### src/rtl/wb_uart_cmd_master.sv
// UART byte-stream command bridge acting as a pipelined Wishbone master.
// Executes single 32-bit read/write commands and streams back status/data.
module wb_uart_cmd_master #(
  parameter int BUS_TIMEOUT = 1024,
  parameter int RX_TIMEOUT  = 100000
) (
  input  logic        clk,
  input  logic        rst,
  input  logic [7:0]  rx_data,
  input  logic        rx_valid,
  output logic        rx_ready,
  output logic [7:0]  tx_data,
  output logic        tx_valid,
  input  logic        tx_ready,
  output logic        wb_cyc_o,
  output logic        wb_stb_o,
  output logic        wb_we_o,
  output logic [31:0] wb_adr_o,
  output logic [31:0] wb_dat_o,
  output logic [3:0]  wb_sel_o,
  input  logic [31:0] wb_dat_i,
  input  logic        wb_ack_i,
  input  logic        wb_err_i,
  input  logic        wb_stall_i
);

  localparam int TW = $clog2(BUS_TIMEOUT + 1);
  localparam int RW = $clog2(RX_TIMEOUT + 1);

  typedef enum logic [2:0] {
    S_IDLE, S_ADDR, S_DATA, S_BUS, S_RESP
  } state_t;

  state_t        state_q, state_d;
  logic [1:0]    cnt_q, cnt_d;
  logic          wr_q, wr_d;
  logic [31:0]   adr_q, adr_d;
  logic [31:0]   dat_q, dat_d;
  logic [31:0]   rdat_q, rdat_d;
  logic [7:0]    status_q, status_d;
  logic [TW-1:0] tmo_q, tmo_d;
  logic [RW-1:0] idle_q, idle_d;
  logic [2:0]    idx_q, idx_d;
  logic          cyc_q, cyc_d;
  logic          stb_q, stb_d;
  logic          we_q, we_d;
  logic          txv_q, txv_d;
  logic [7:0]    txd_q, txd_d;
  logic          rxr_q, rxr_d;
  logic          acc;
  logic [2:0]    last;

  assign acc = rx_valid & rxr_q;
  assign last = (status_q == 8'h00 && !wr_q) ? 3'd4 : 3'd0;

  always_comb begin
    state_d  = state_q;
    cnt_d    = cnt_q;
    wr_d     = wr_q;
    adr_d    = adr_q;
    dat_d    = dat_q;
    rdat_d   = rdat_q;
    status_d = status_q;
    tmo_d    = tmo_q;
    idle_d   = idle_q;
    idx_d    = idx_q;
    cyc_d    = cyc_q;
    stb_d    = stb_q;
    we_d     = we_q;
    txv_d    = txv_q;
    txd_d    = txd_q;
    unique case (state_q)
      S_IDLE: begin
        cnt_d  = 2'd0;
        idle_d = '0;
        if (acc) begin
          if (rx_data == 8'h01 || rx_data == 8'h02) begin
            wr_d    = (rx_data == 8'h01);
            state_d = S_ADDR;
          end else begin
            status_d = 8'hFF;
            state_d  = S_RESP;
            txv_d    = 1'b1;
            txd_d    = 8'hFF;
            idx_d    = 3'd0;
          end
        end
      end
      S_ADDR, S_DATA: begin
        if (acc) begin
          idle_d = '0;
          cnt_d  = cnt_q + 2'd1;
          if (state_q == S_ADDR) adr_d = {adr_q[23:0], rx_data};
          else                   dat_d = {dat_q[23:0], rx_data};
          if (cnt_q == 2'd3) begin
            if (state_q == S_ADDR && wr_q) begin
              state_d = S_DATA;
            end else begin
              state_d = S_BUS;
              cyc_d   = 1'b1;
              stb_d   = 1'b1;
              we_d    = wr_q;
              tmo_d   = '0;
            end
          end
        end else if (idle_q == RW'(RX_TIMEOUT - 1)) begin
          state_d = S_IDLE;
          idle_d  = '0;
        end else begin
          idle_d = idle_q + RW'(1);
        end
      end
      S_BUS: begin
        tmo_d = tmo_q + TW'(1);
        if (stb_q && !wb_stall_i) stb_d = 1'b0;
        if (wb_ack_i || wb_err_i || tmo_q == TW'(BUS_TIMEOUT - 1)) begin
          cyc_d = 1'b0;
          stb_d = 1'b0;
          we_d  = 1'b0;
          if (wb_err_i)      status_d = 8'hE0;
          else if (wb_ack_i) status_d = 8'h00;
          else               status_d = 8'hE1;
          if (wb_ack_i && !wb_err_i && !wr_q) rdat_d = wb_dat_i;
          state_d = S_RESP;
          txv_d   = 1'b1;
          txd_d   = status_d;
          idx_d   = 3'd0;
        end
      end
      S_RESP: begin
        if (tx_ready) begin
          idx_d = idx_q + 3'd1;
          if (idx_q == last) begin
            txv_d   = 1'b0;
            state_d = S_IDLE;
          end else begin
            case (idx_d)
              3'd1:    txd_d = rdat_q[31:24];
              3'd2:    txd_d = rdat_q[23:16];
              3'd3:    txd_d = rdat_q[15:8];
              default: txd_d = rdat_q[7:0];
            endcase
          end
        end
      end
      default: state_d = S_IDLE;
    endcase
    rxr_d = (state_d == S_IDLE) || (state_d == S_ADDR) ||
            (state_d == S_DATA);
  end

  always_ff @(posedge clk) begin
    if (rst) begin
      state_q  <= S_IDLE;
      cnt_q    <= 2'd0;
      wr_q     <= 1'b0;
      adr_q    <= '0;
      dat_q    <= '0;
      rdat_q   <= '0;
      status_q <= '0;
      tmo_q    <= '0;
      idle_q   <= '0;
      idx_q    <= '0;
      cyc_q    <= 1'b0;
      stb_q    <= 1'b0;
      we_q     <= 1'b0;
      txv_q    <= 1'b0;
      txd_q    <= '0;
      rxr_q    <= 1'b0;
    end else begin
      state_q  <= state_d;
      cnt_q    <= cnt_d;
      wr_q     <= wr_d;
      adr_q    <= adr_d;
      dat_q    <= dat_d;
      rdat_q   <= rdat_d;
      status_q <= status_d;
      tmo_q    <= tmo_d;
      idle_q   <= idle_d;
      idx_q    <= idx_d;
      cyc_q    <= cyc_d;
      stb_q    <= stb_d;
      we_q     <= we_d;
      txv_q    <= txv_d;
      txd_q    <= txd_d;
      rxr_q    <= rxr_d;
    end
  end

  assign rx_ready = rxr_q;
  assign tx_valid = txv_q;
  assign tx_data  = txd_q;
  assign wb_cyc_o = cyc_q;
  assign wb_stb_o = stb_q;
  assign wb_we_o  = we_q;
  assign wb_adr_o = adr_q & 32'hFFFF_FFFC;
  assign wb_dat_o = dat_q;
  assign wb_sel_o = 4'hF;

endmodule

### config.mk
export PLATFORM = sky130hd
export DESIGN_NAME = wb_uart_cmd_master
export DESIGN_NICKNAME = d
export VERILOG_FILES = /design/src/rtl/wb_uart_cmd_master.sv
export SDC_FILE = /design/constraint.sdc
export NUM_CORES = 1
export LEC_CHECK = 0
export ABC_AREA = 1
export BUFFER_PORTS_ARGS = -buffer_cell sky130_fd_sc_hd__buf_2
export CAP_MARGIN = 15
export CORE_MARGIN = 2
export CORE_UTILIZATION = 60
export CTS_BUF_LIST = sky130_fd_sc_hd__clkbuf_4
export DETAILED_ROUTE_END_ITERATION = 10
export PLACE_DENSITY = 0.85
export RECOVER_POWER = 100
export SLEW_MARGIN = 20
export SYNTH_ARGS = -nofsm -noshare
export SYNTH_HDL_FRONTEND = slang
export SYNTH_SLANG_ARGS = --single-unit
export TNS_END_PERCENT = 20
### constraint.sdc
create_clock -name clk -period 4.9 [get_ports clk]
set_input_delay 0.49 -clock clk [delete_from_list [all_inputs] [get_ports clk]]
set_output_delay 0.49 -clock clk [all_outputs]
set_load 0.01 [all_outputs]
# [Word-level counts from Yosys, hierarchy flattened]
# Cells that the tools add are included.
[classes] add_sub_neg=4 eq_ne=25 mux=53 bitwise=2 n_reduce_logical=33
[ops] cell="$mux W8" n=7
[ops] cell="$pmux W8 S3" n=2
[ops] cell="$mux W3" n=13
[ops] cell="$mux W17" n=2
[ops] cell="$pmux W17 S2" n=1
[ops] cell="$mux W11" n=3
[ops] cell="$pmux W11 S2" n=1
[ops] cell="$ne A2 B2 Y1 const B" n=9
[ops] cell="$add A17 B1 Y17 const B" n=1
[ops] cell="$eq A17 B17 Y1 const B" n=1
[ops] cell="$pmux W8 S2" n=1
[ops] cell="$eq A3 B2 Y1 const B" n=5
[ops] cell="$mux W1" n=15
[ops] cell="$reduce_and A5 Y1" n=3
[ops] cell="$pmux W3 S4" n=1
[ops] cell="$reduce_and A3 Y1" n=4
[ops] cell="$reduce_and A6 Y1" n=2
[ops] cell="$add A11 B1 Y11 const B" n=1
[ops] cell="$eq A11 B10 Y1 const B" n=1
[ops] cell="$eq A3 B1 Y1 const B" n=3
[ops] cell="$pmux W3 S3" n=1
[ops] cell="$eq A8 B1 Y1 const B" n=1
[ops] cell="$eq A8 B2 Y1 const B" n=1
[ops] cell="$logic_not A8 Y1" n=1
[ops] cell="21 further kinds" n=37
[totals] reg_bits=154 input_bits=47 output_inout_bits=81 elab_cells=133

# [Logic depth before layout (Yosys ltp)]
# Gate-level depths: netlist of the first run.
[logic_depth] word_depth=10 depth_mapped=13 ltp_nobuf=13

# [Worst setup path before layout of the first run]
# Ideal clock, no wire load.
[synth_path] kind="register -> register" startpoint="register tmo_q[0]" endpoint="register txd_q[0] (netlist: tx_data[0])" setup_time_ps=113 arrival_ps=1492 required_ps=4787 path_slack_ps=3295 path_stages_with_launch=9 n_path_buf=1 synth_period_minus_slack_ps=1605 cell_sequence="dfxtp_1 ha_1 and3_4 nand3_1 nand3_4 nand4_4 buf_6 nor2_1 nor2_1"
[synth_between] elab_chain_cells=4
[synth_lines] element="start, declared" line_no="41" rtl="logic [TW-1:0] tmo_q, tmo_d;"
[synth_lines] element="start signal, assigned" line_no="178" rtl="tmo_q <= tmo_d;"
[synth_lines] element="$eq A11 B10 Y1" line_no="116" rtl="if (wb_ack_i || wb_err_i || tmo_q == TW'(BUS_TIMEOUT - 1)) begin"
[synth_lines] element="$logic_or A1 B1 Y1" line_no="116"
[synth_lines] element="$ne A2 B2 Y1 (no source line)"
[synth_lines] element="$reduce_and A6 Y1 (no source line)"
[synth_lines] element="end signal, assigned" line_no="185" rtl="txd_q <= txd_d;"
[synth_lines] element="end, declared" line_no="48" rtl="logic [7:0] txd_q, txd_d;"
# No other way between the ends.
# A chain may end at the register's enable or synchronous reset.

==> results.sh, run 1 <==
export IMPL_use_met3_pct=6.998
export IMPL_nets=1091
export IMPL_crit_required_ns=5.41
export IMPL_rows=38
export IMPL_die_w_um=110.8
export IMPL_cts_inserted_buffers=17
export IMPL_fin_util_pct=66.85
export IMPL_place_ws_ns=2.320
export IMPL_fp_coreArea_um2=10980
export IMPL_crit_path_top_delay_cell="clkbuf_1"
export IMPL_ys_seq_area_share_pct=43.59
export IMPL_clock_sinks=149
export IMPL_startpoint="rst"
export IMPL_via_per_inst=5.124
export IMPL_synth_area_um2=6843
export IMPL_placed_area_um2=7183
export IMPL_grt_busiest_layer="met2"
export IMPL_grt_antenna_before_repair=1
export IMPL_min_period_ns=3.215
export IMPL_pwr_share_comb_pct=17.7
export IMPL_synthArstFlopShare_pct=0
export IMPL_die_area_um2=12270
export IMPL_max_slew_margin_rel_pct=-67.22
export IMPL_wl_um=14850
export IMPL_rsz0062_at_grt="no"
export IMPL_drv_slew=74
export IMPL_setup_tns_ns=0
export IMPL_path_class="input pin to flop"
export IMPL_critical_path_top_delay_family="buffers and inverters"
export IMPL_r2r_slack_ns=2.02
export IMPL_min_to="rdat_q[31]$_SDFFE_PP0P_"
export IMPL_grtUsageMet1_pct=30.67
export IMPL_setup_ws_ns=1.685
export IMPL_synth_edff_count=0
export IMPL_worst_pin_slew_ns=2.508
export IMPL_stdcell_count=1190
export IMPL_synth_cell_types=41
export IMPL_p_sw_w=0.0007929
export IMPL_ant_nets=0
export IMPL_cts_setup_buffers=0
export IMPL_chipHeight_um=110.8
export IMPL_ys_ff_latch=149
export IMPL_portBuffers=121
export IMPL_max_cap_violations=1
export IMPL_synth_ff_type="dfxtp_1"
export IMPL_power_share_clock_pct=29.8
export IMPL_power_internal_w=0.001706
export IMPL_final_setup_viol_count=0
export IMPL_yosysWarnings=0
export IMPL_path_cells="buf_2 > inv_2 > clkbuf_1 > o21ai_0 > nor2_1"
export IMPL_setup_worst_path_start_class="input pin"
export IMPL_grt_overflow=0
export IMPL_gr_usage_met2_pct=40.41
export IMPL_grt_pass1_vias=5598
export IMPL_ir_drop_mv=0.2457
export IMPL_powerDensity_nw_per_um2=340.4
export IMPL_avgRoutedWirePerCell_um=12.48
export IMPL_drc_errors=0
export IMPL_min_from="wb_dat_i[31]"
export IMPL_finalCritPeriodShare_pct=65.61
export IMPL_clk_pin_slew_ns=0.13
export IMPL_start_util_pct=62.30
export IMPL_grt_max_degree=74
export IMPL_fmaxAchievable_ghz=0.3111
export IMPL_cts_hold_buffers=0
export IMPL_drtIter0Drc=369
export IMPL_p_seq_share_pct=52.5
export IMPL_crit_fanout=73
export IMPL_dr_pass1_iters=5
export IMPL_clk_path_buf_depth=2
export IMPL_worst_path_buf_inv=3
export IMPL_cts_max_level=4
export IMPL_r2r_end="adr_q[7]$_SDFFE_PP0P_"
export IMPL_violations="capacitance limit, slew limit"
export IMPL_routabilityCongestion=0.9006
export IMPL_grt_total_usage_pct=24.49
export IMPL_r2r_start="rx_ready$_SDFF_PP0_"
export IMPL_vias=6098
export IMPL_cts_tree="yes"
export IMPL_p_leak_nw=3.149
export IMPL_drive_gt1_share_pct=10.01
export IMPL_syn2layout_area_growth_pct=7.296
export IMPL_design_area_um2=7342
export IMPL_outcome="complete, but fails checks"
export IMPL_post_dp_hpwl_um=10210
export IMPL_hold_viol=0
export IMPL_avgSynthCellArea_um2=7.091
export IMPL_synthesis_instances=965
export IMPL_cp_depth=5
export IMPL_ff2ff_path_depth=6
export IMPL_grt_first_pass_wirelength_um=25110
export IMPL_hold_path_class="input pin to flop"
export IMPL_placed_cells=1157
export IMPL_cts_resized=0
export IMPL_clock_latency_ns=0.58
export IMPL_hold_path_depth=3
export IMPL_p_sw_share_pct=31.73
export IMPL_critPathArrivalTime_ns=3.72
export IMPL_root_buffer="clkbuf_4"
export IMPL_fin_skew_ns=0.01911
export IMPL_ios=128
export IMPL_critical_path_max_stage_delay_ns=1.82
export IMPL_end_kind="flop"
layout make-up:
class / count / area [um^2]
Clock buffer: 17 / 127.6
Fill cell: 1029 / 3641
Sequential cell: 149 / 2983
Timing Repair Buffer: 124 / 539.3
Inverter: 100 / 375.4
Clock inverter: 14 / 136.4
Multi-Input combinational cell: 645 / 3003
Antenna cell: 1 / 2.502
Tap cell: 140 / 175.2
kinds of logic (layout without fill, tap and decap cells):
group                    count (synthesis)  after routing  synth area share (%)
AND/OR/NAND/NOR                        440            440                 27.56
XOR/XNOR                                11             11                 1.408
AO/OA/AOI/OAI                          181            181                 13.70
other                                    2              7                0.1098
adder cells (fa/ha/maj)                  7              7                 1.280
buffers and inverters                  175            255                 12.36
flip-flops                             149            149                 43.59
stage by stage:
stage	hold WS [ns]	total power, W
2_1_floorplan	0.4301	0.001681
3_3_place_gp	0.4323	0.001783
3_5_place_dp	0.4372	0.001794
4_1_cts	0.1077	0.002522
5_1_grt	0.09750	0.002639
6_report	0.1182	0.002499
power by group through the flow:
stage / Combinational, W / Clock [W] / Sequential (W)
floorplan: 0.000331 / 0 / 0.00135
global placement: 0.000445 / 0 / 0.00134
detailed placement: 0.000455 / 0 / 0.00134
CTS: 0.000458 / 0.000752 / 0.00131
global route: 0.000507 / 0.000810 / 0.00132
finish: 0.000442 / 0.000744 / 0.00131
worst max path at each step:
| stage | to |
|---|---|
| CTS | wb_dat_o[21]$_SDFFE_PP0P_ |
| global placement | wb_dat_o[21]$_SDFFE_PP0P_ |
| detailed placement | wb_dat_o[10]$_SDFFE_PP0P_ |
| finish | rdat_q[7]$_SDFFE_PP0P_ |
| floorplan | tx_data[0]$_SDFFE_PP0P_ |
| global route | rdat_q[7]$_SDFFE_PP0P_ |
cells in the final DEF, fill, tap and decap left out, types with 5 or more instances in the layout:
| cell type | instances |
|---|---|
| nand4_1 | 17 |
| or2_2 | 7 |
| buf_2 | 46 |
| o21ai_0 | 106 |
| inv_2 | 7 |
| a21oi_1 | 67 |
| clkbuf_4 | 17 |
| conb_1 | 6 |
| nand2_1 | 153 |
| nand3_1 | 43 |
| clkbuf_1 | 77 |
| xor2_1 | 9 |
| nor3_1 | 8 |
| nor2_1 | 196 |
| inv_1 | 92 |
| clkinv_2 | 5 |
| dfxtp_1 | 149 |
| ha_1 | 7 |
layer usage:
layer	wire [um]	vias up
met4	298	0
met1	6879	2759
li1	-	3182
met5	0	-
met3	682	27
met2	6989	130
synth_stat cells (2+ instances only):
library cell,number,area (um^2)
nor2_1,193,724.4
nand2_1,151,566.8
dfxtp_1,149,2983
o21ai_0,100,500.5
inv_1,91,341.6
a21oi_1,66,330.3
nand3_1,42,210.2
buf_4,39,292.8
clkbuf_1,19,71.32
nand4_1,17,106.4
buf_2,14,70.07
xor2_1,9,78.83
inv_2,8,30.03
nor3_1,8,40.04
ha_1,7,87.58
o21ai_1,7,35.03
or2_2,7,43.79
nor2_2,6,37.54
nand2_2,5,31.28
buf_6,2,22.52
conb_1,2,7.510
nor2_4,2,22.52
nor3b_1,2,15.01
xnor2_1,2,17.52
sequential cells by signal, indices dropped and copies added (netlist names):
register  cells
idle_q       17
tx_data       8
tmo_q        11
wb_dat_o     32
state_q       3
idx_q         3
wr_q          1
wb_stb_o      1
rx_ready      1
wb_we_o       1
status_q      3
tx_valid      1
adr_q        32
cnt_q         2
rdat_q       32
wb_cyc_o      1
worst min-delay path, cell delays in order:
cell and delay [ns]:
buf_2 0.07, nor2_1 0.03, nor2_1 0.08
No activity file was read; power rests on OpenSTA's default activity.
==> run 2, diff against run 1 <==
--- a/config.mk
+++ b/config.mk
@@ -9,10 +9,10 @@
 export BUFFER_PORTS_ARGS = -buffer_cell sky130_fd_sc_hd__buf_2
 export CAP_MARGIN = 15
 export CORE_MARGIN = 2
-export CORE_UTILIZATION = 60
+export CORE_UTILIZATION = 58
 export CTS_BUF_LIST = sky130_fd_sc_hd__clkbuf_4
 export DETAILED_ROUTE_END_ITERATION = 10
-export PLACE_DENSITY = 0.85
+export PLACE_DENSITY = 0.83
 export RECOVER_POWER = 100
 export SLEW_MARGIN = 20
 export SYNTH_ARGS = -nofsm -noshare
==> constraint.sdc (replaced) <==
create_clock -name clk -period 3.15 [get_ports clk]
set_input_delay 0.315 -clock clk [delete_from_list [all_inputs] [get_ports clk]]
set_output_delay 0.315 -clock clk [all_outputs]
set_load 0.01 [all_outputs]
==> results.sh, run 2 (synthesis gave the netlist of run 1 again) <==
export IMPL_outcome="finished clean"
export IMPL_drive_gt1_share_pct=9.612
export IMPL_clock_latency_ns=0.56
export IMPL_portBuffers=121
export IMPL_wl_um=15980
export IMPL_die_w_um=112.6
export IMPL_place_ws_ns=0.8266
export IMPL_root_buffer="clkbuf_4"
export IMPL_end_kind="flop"
export IMPL_clock_sinks=149
export IMPL_num_antenna_cells=0
export IMPL_grt_max_degree=65
export IMPL_hold_path_depth=3
export IMPL_min_from="rx_data[2]"
export IMPL_drtIter0Drc=335
export IMPL_path_class="flop to flop"
export IMPL_cts_max_level=4
export IMPL_rows=39
export IMPL_via_per_inst=5.136
export IMPL_max_cap_violations=0
export IMPL_chipHeight_um=112.6
export IMPL_final_cell_mix="nor2_1 (196), nand2_1 (154), dfxtp_1 (149)"
export IMPL_r2r_start="state_q[0]$_SDFF_PP0_"
export IMPL_die_area_um2=12680
export IMPL_fmaxAchievable_ghz=0.3971
export IMPL_fin_skew_ns=0.01698
export IMPL_grt_first_pass_wirelength_um=26960
export IMPL_crit_top_cell="nand2_1"
export IMPL_final_common_cell="nor2_1"
export IMPL_vias=6291
export IMPL_drv_slew=0
export IMPL_dr_pass1_iters=7
export IMPL_grt_pass1_vias=5819
export IMPL_grt_total_usage_pct=25.81
export IMPL_fp_coreArea_um2=11470
export IMPL_crit_fanout=12
export IMPL_critPathArrivalTime_ns=3.00
export IMPL_drc_errors=0
export IMPL_worst_pin_slew_ns=0.9423
export IMPL_setup_tns_ns=0
export IMPL_crit_required_ns=3.63
export IMPL_max_slew_margin_rel_pct=36.95
export IMPL_cts_tree="yes"
export IMPL_grt_overflow=0
export IMPL_setup_worst_path_start_class="flop"
export IMPL_final_setup_viol_count=0
export IMPL_setup_ws_ns=0.6315
export IMPL_hold_viol=0
export IMPL_cts_inserted_buffers=17
export IMPL_finalPower_w=0.003991
export IMPL_r2r_slack_ns=0.63
export IMPL_r2r_end="tmo_q[4]$_SDFFE_PP0P_"
export IMPL_fin_hold_ws_ns=0.03668
export IMPL_ir_drop_mv=0.5589
export IMPL_cts_setup_buffers=0
export IMPL_critical_path_max_stage_delay_ns=0.68
export IMPL_finalCritPeriodShare_pct=79.95
export IMPL_start_util_pct=59.67
export IMPL_crit_path_top_delay_cell="nor2_1"
export IMPL_cts_resized=0
export IMPL_path_cells="nand2_1 > nand2_1 > nor2_1 > o21ai_0 > nand2_1 > a21oi_1 > inv_1 > nand2_1 > a21oi_1"
export IMPL_min_to="adr_q[2]$_SDFFE_PP0P_"
export IMPL_ios=128
export IMPL_nets=1123
export IMPL_ff2ff_path_depth=9
export IMPL_post_dp_hpwl_um=10340
export IMPL_grt_antenna_before_repair=0
export IMPL_min_period_ns=2.518
export IMPL_ant_nets=0
export IMPL_routabilityCongestion=0.8672
export IMPL_rsz0062_at_grt="no"
export IMPL_p_leak_nw=3.284
export IMPL_powerDensity_nw_per_um2=520.8
export IMPL_fin_util_pct=66.83
export IMPL_clk_pin_slew_ns=0.12
export IMPL_hold_path_class="input pin to flop"
export IMPL_clk_path_buf_depth=2
export IMPL_syn2layout_area_growth_pct=11.99
export IMPL_avgRoutedWirePerCell_um=13.04
## run 2: cell types whose count changed in the layout (fill, tap and decap cells not counted), moves of 2 or more
cell / delta
dlygate4sd3_1: +31
buf_4: +4
clkbuf_1: -2
clkinv_1: +2
clkinv_2: -2
clkinv_4: -2
clkinvlp_4: +2
## run 2: final cells by class
type / count / area [um^2]
fill: 1023 / 3804
tap: 143 / 178.9
clock inverter: 15 / 161.4
timing repair buffer: 156 / 852.1
multi-input combinational: 645 / 2985
inverter: 100 / 375.4
clock buffer: 17 / 127.6
sequential: 149 / 2983
## run 2: critical path: cells and delay by family (launching register included)
| kind | cells | cell delay, ns |
|---|---|---|
| AO/OA/AOI/OAI | 3 | 0.42 |
| flip-flops | 1 | 0.36 |
| AND/OR/NAND/NOR | 5 | 1.36 |
| buffers and inverters | 1 | 0.29 |
## run 2: per-layer routing
metal	routed length, um	GRT usage, %
met3	881	5.616
met4	304	10.49
met1	7074	33.32
met2	7720	42.12
met5	0	0
## run 2: worst max path at each step
stage                               start                      end  slack (ns)  cells after the start
detailed placement  state_q[0]$_SDFF_PP0_   rdat_q[1]$_SDFFE_PP0P_        0.83                      7
CTS                 state_q[0]$_SDFF_PP0_   rdat_q[1]$_SDFFE_PP0P_        0.81                      7
global placement    state_q[0]$_SDFF_PP0_   rdat_q[3]$_SDFFE_PP0P_        0.93                      7
floorplan           tmo_q[0]$_SDFFE_PP0P_  tx_data[0]$_SDFFE_PP0P_        1.55                      8
global route        state_q[0]$_SDFF_PP0_    tmo_q[6]$_SDFFE_PP0P_        0.33                      9
finish              state_q[0]$_SDFF_PP0_    tmo_q[4]$_SDFFE_PP0P_        0.63                      9
## run 2: timing repair
action | CTS | global route
endpoints found under the hold margin | 31 | 0
setup endpoints to repair | 0 | 0
hold buffers | 31 | 0
## run 2: per-stage QoR
stage	instances	cell area (um^2)
after detailed placement	1162	7202
after CTS	1225	7801
after floorplan	969	6858
final	1225	7664
after global routing	1225	7664
after global placement	1162	7202
## run 2: power by group
group          internal, W  switching, W
Sequential         0.00198     0.0000650
Combinational     0.000234      0.000483
Clock             0.000540      0.000689
Total              0.00275       0.00124
==> run 3, diff against run 2 <==
--- a/config.mk
+++ b/config.mk
@@ -9,10 +9,10 @@
 export BUFFER_PORTS_ARGS = -buffer_cell sky130_fd_sc_hd__buf_2
 export CAP_MARGIN = 15
 export CORE_MARGIN = 2
-export CORE_UTILIZATION = 58
+export CORE_UTILIZATION = 52
 export CTS_BUF_LIST = sky130_fd_sc_hd__clkbuf_4
 export DETAILED_ROUTE_END_ITERATION = 10
-export PLACE_DENSITY = 0.83
+export PLACE_DENSITY = 0.78
 export RECOVER_POWER = 100
 export SLEW_MARGIN = 20
 export SYNTH_ARGS = -nofsm -noshare
==> constraint.sdc (replaced) <==
create_clock -name clk -period 2.3 [get_ports clk]
set_input_delay 0.23 -clock clk [delete_from_list [all_inputs] [get_ports clk]]
set_output_delay 0.23 -clock clk [all_outputs]
set_load 0.01 [all_outputs]
==> results.sh, run 3 (synthesis gave the netlist of run 1 again) <==
export IMPL_clock_sinks=149
export IMPL_path_class="flop to flop"
export IMPL_grt_antenna_before_repair=1
export IMPL_clock_latency_ns=0.56
export IMPL_powerDensity_nw_per_um2=677.7
export IMPL_min_from="wb_ack_i"
export IMPL_grt_total_usage_pct=23.36
export IMPL_stdcell_count=1268
export IMPL_crit_required_ns=2.80
export IMPL_final_common_cell="nor2_1"
export IMPL_vias=6201
export IMPL_design_area_um2=7775
export IMPL_cts_setup_buffers=0
export IMPL_r2r_start="tmo_q[0]$_SDFFE_PP0P_"
export IMPL_placed_area_um2=7301
export IMPL_cts_resized=0
export IMPL_ant_nets=0
export IMPL_nets=1137
export IMPL_placed_cells=1196
export IMPL_hold_path_class="input pin to flop"
export IMPL_drive_gt1_share_pct=10.14
export IMPL_dr_pass1_iters=5
export IMPL_ir_drop_mv=0.4186
export IMPL_ff2ff_path_depth=8
export IMPL_portBuffers=121
export IMPL_drc_errors=0
export IMPL_clk_path_buf_depth=2
export IMPL_via_per_inst=4.890
export IMPL_critPathArrivalTime_ns=2.52
export IMPL_fp_coreArea_um2=12720
export IMPL_min_period_ns=2.023
export IMPL_start_util_pct=53.79
export IMPL_rsz0062_at_grt="no"
export IMPL_grt_pass1_vias=5803
export IMPL_p_leak_nw=3.341
export IMPL_final_cell_mix="nor2_1 (198), nand2_1 (152), dfxtp_1 (149)"
export IMPL_final_setup_viol_count=0
export IMPL_cts_max_level=4
export IMPL_r2r_end="tx_data[7]$_SDFFE_PP0P_"
export IMPL_wl_um=15990
export IMPL_drtIter0Drc=538
export IMPL_grt_overflow=0
export IMPL_outcome="finished clean"
export IMPL_setup_tns_ns=0
export IMPL_root_buffer="clkbuf_4"
export IMPL_chipHeight_um=118.7
export IMPL_worst_pin_slew_ns=0.8795
export IMPL_critical_path_max_stage_delay_ns=0.43
export IMPL_avgRoutedWirePerCell_um=12.61
export IMPL_syn2layout_area_growth_pct=13.62
export IMPL_cts_inserted_buffers=17
export IMPL_finalCritPeriodShare_pct=87.94
export IMPL_min_to="status_q[6]$_SDFFE_PP0P_"
export IMPL_setup_worst_path_start_class="flop"
export IMPL_clk_pin_slew_ns=0.14
export IMPL_drv_slew=0
export IMPL_setup_ws_ns=0.2774
export IMPL_cts_hold_buffers=40
export IMPL_grt_first_pass_wirelength_um=26960
export IMPL_die_area_um2=14090
export IMPL_routabilityCongestion=0.8919
export IMPL_max_slew_margin_rel_pct=41.30
export IMPL_r2r_slack_ns=0.28
export IMPL_cts_tree="yes"
export IMPL_hold_viol=0
export IMPL_end_kind="flop"
export IMPL_hold_path_depth=4
export IMPL_place_ws_ns=0.3958
export IMPL_fin_skew_ns=0.02919
export IMPL_grt_max_degree=97
export IMPL_finalPower_w=0.005269
export IMPL_fmaxAchievable_ghz=0.4944
export IMPL_max_cap_violations=0
export IMPL_rows=41
export IMPL_crit_fanout=16
export IMPL_die_w_um=118.7
export IMPL_crit_path_top_delay_cell="dfxtp_1"
export IMPL_ios=128
export IMPL_path_cells="ha_1 > and3_1 > nand3_1 > nand3_1 > nand4_2 > nand2_1 > nand2_1 > nor2_1"
export IMPL_post_dp_hpwl_um=10380
run 3: changes by cell type in the layout (fill, tap and decap cells not counted), sizes merged, moves of 2 or more:
cell and delta:
dlygate4sd3 +9, clkbuf +5, buf +3, bufinv -2, inv -2
run 3: where the power goes:
group | internal [W] | total (W) | switching (W)
sequential | 0.00271 | 0.00279 | 0.0000848
combinational | 0.000350 | 0.00101 | 0.000664
clock | 0.000551 | 0.00146 | 0.000909
run 3: how the worst max path moves through the flow:
stage                                startpoint                      end  cells after the start
after CTS                 idx_q[1]$_SDFFE_PP0P_  tx_data[2]$_SDFFE_PP0P_                     12
final                     tmo_q[0]$_SDFFE_PP0P_  tx_data[7]$_SDFFE_PP0P_                      8
after detailed placement  idx_q[1]$_SDFFE_PP0P_  tx_data[2]$_SDFFE_PP0P_                     12
after floorplan           tmo_q[0]$_SDFFE_PP0P_  tx_data[0]$_SDFFE_PP0P_                      8
after global placement    idx_q[0]$_SDFFE_PP0P_  tx_data[1]$_SDFFE_PP0P_                     12
after global routing      state_q[0]$_SDFF_PP0_  rdat_q[22]$_SDFFE_PP0P_                      8
run 3: layout make-up:
type                       count  area [um^2]
fill                        1254         4947
sequential                   149         2983
antenna                        1        2.502
clock inverter                11        87.58
clock buffer                  20        150.1
inverter                     100        375.4
multi-input combinational    645         2964
tap                          172        215.2
timing repair buffer         170        997.2
run 3: critical path: cells and delay by family (launching register included):
family	cells	cell delay, ns
adders and majority gates	1	0.28
and+or+nand+nor	7	1.25
DFF	1	0.43
run 3: per-stage QoR:
stage,hold WS [ns],util (%)
4_1_cts,0.07024,62.40
2_1_floorplan,0.3649,-
3_5_place_dp,0.4381,57.39
5_1_grt,0.07704,61.11
3_3_place_gp,0.4288,57.39
6_report,0.06514,61.11
run 3: routing by layer:
layer / up-vias / GRT usage [%] / wire [um] / share of wire, %
li1: 3257 / - / - / -
met1: 2760 / 29.81 / 7207 / 45
met2: 154 / 37.97 / 7674 / 48
met3: 30 / 5.743 / 762 / 4.8
met4: 0 / 9.152 / 340 / 2.1
met5: - / 0 / 0 / 0
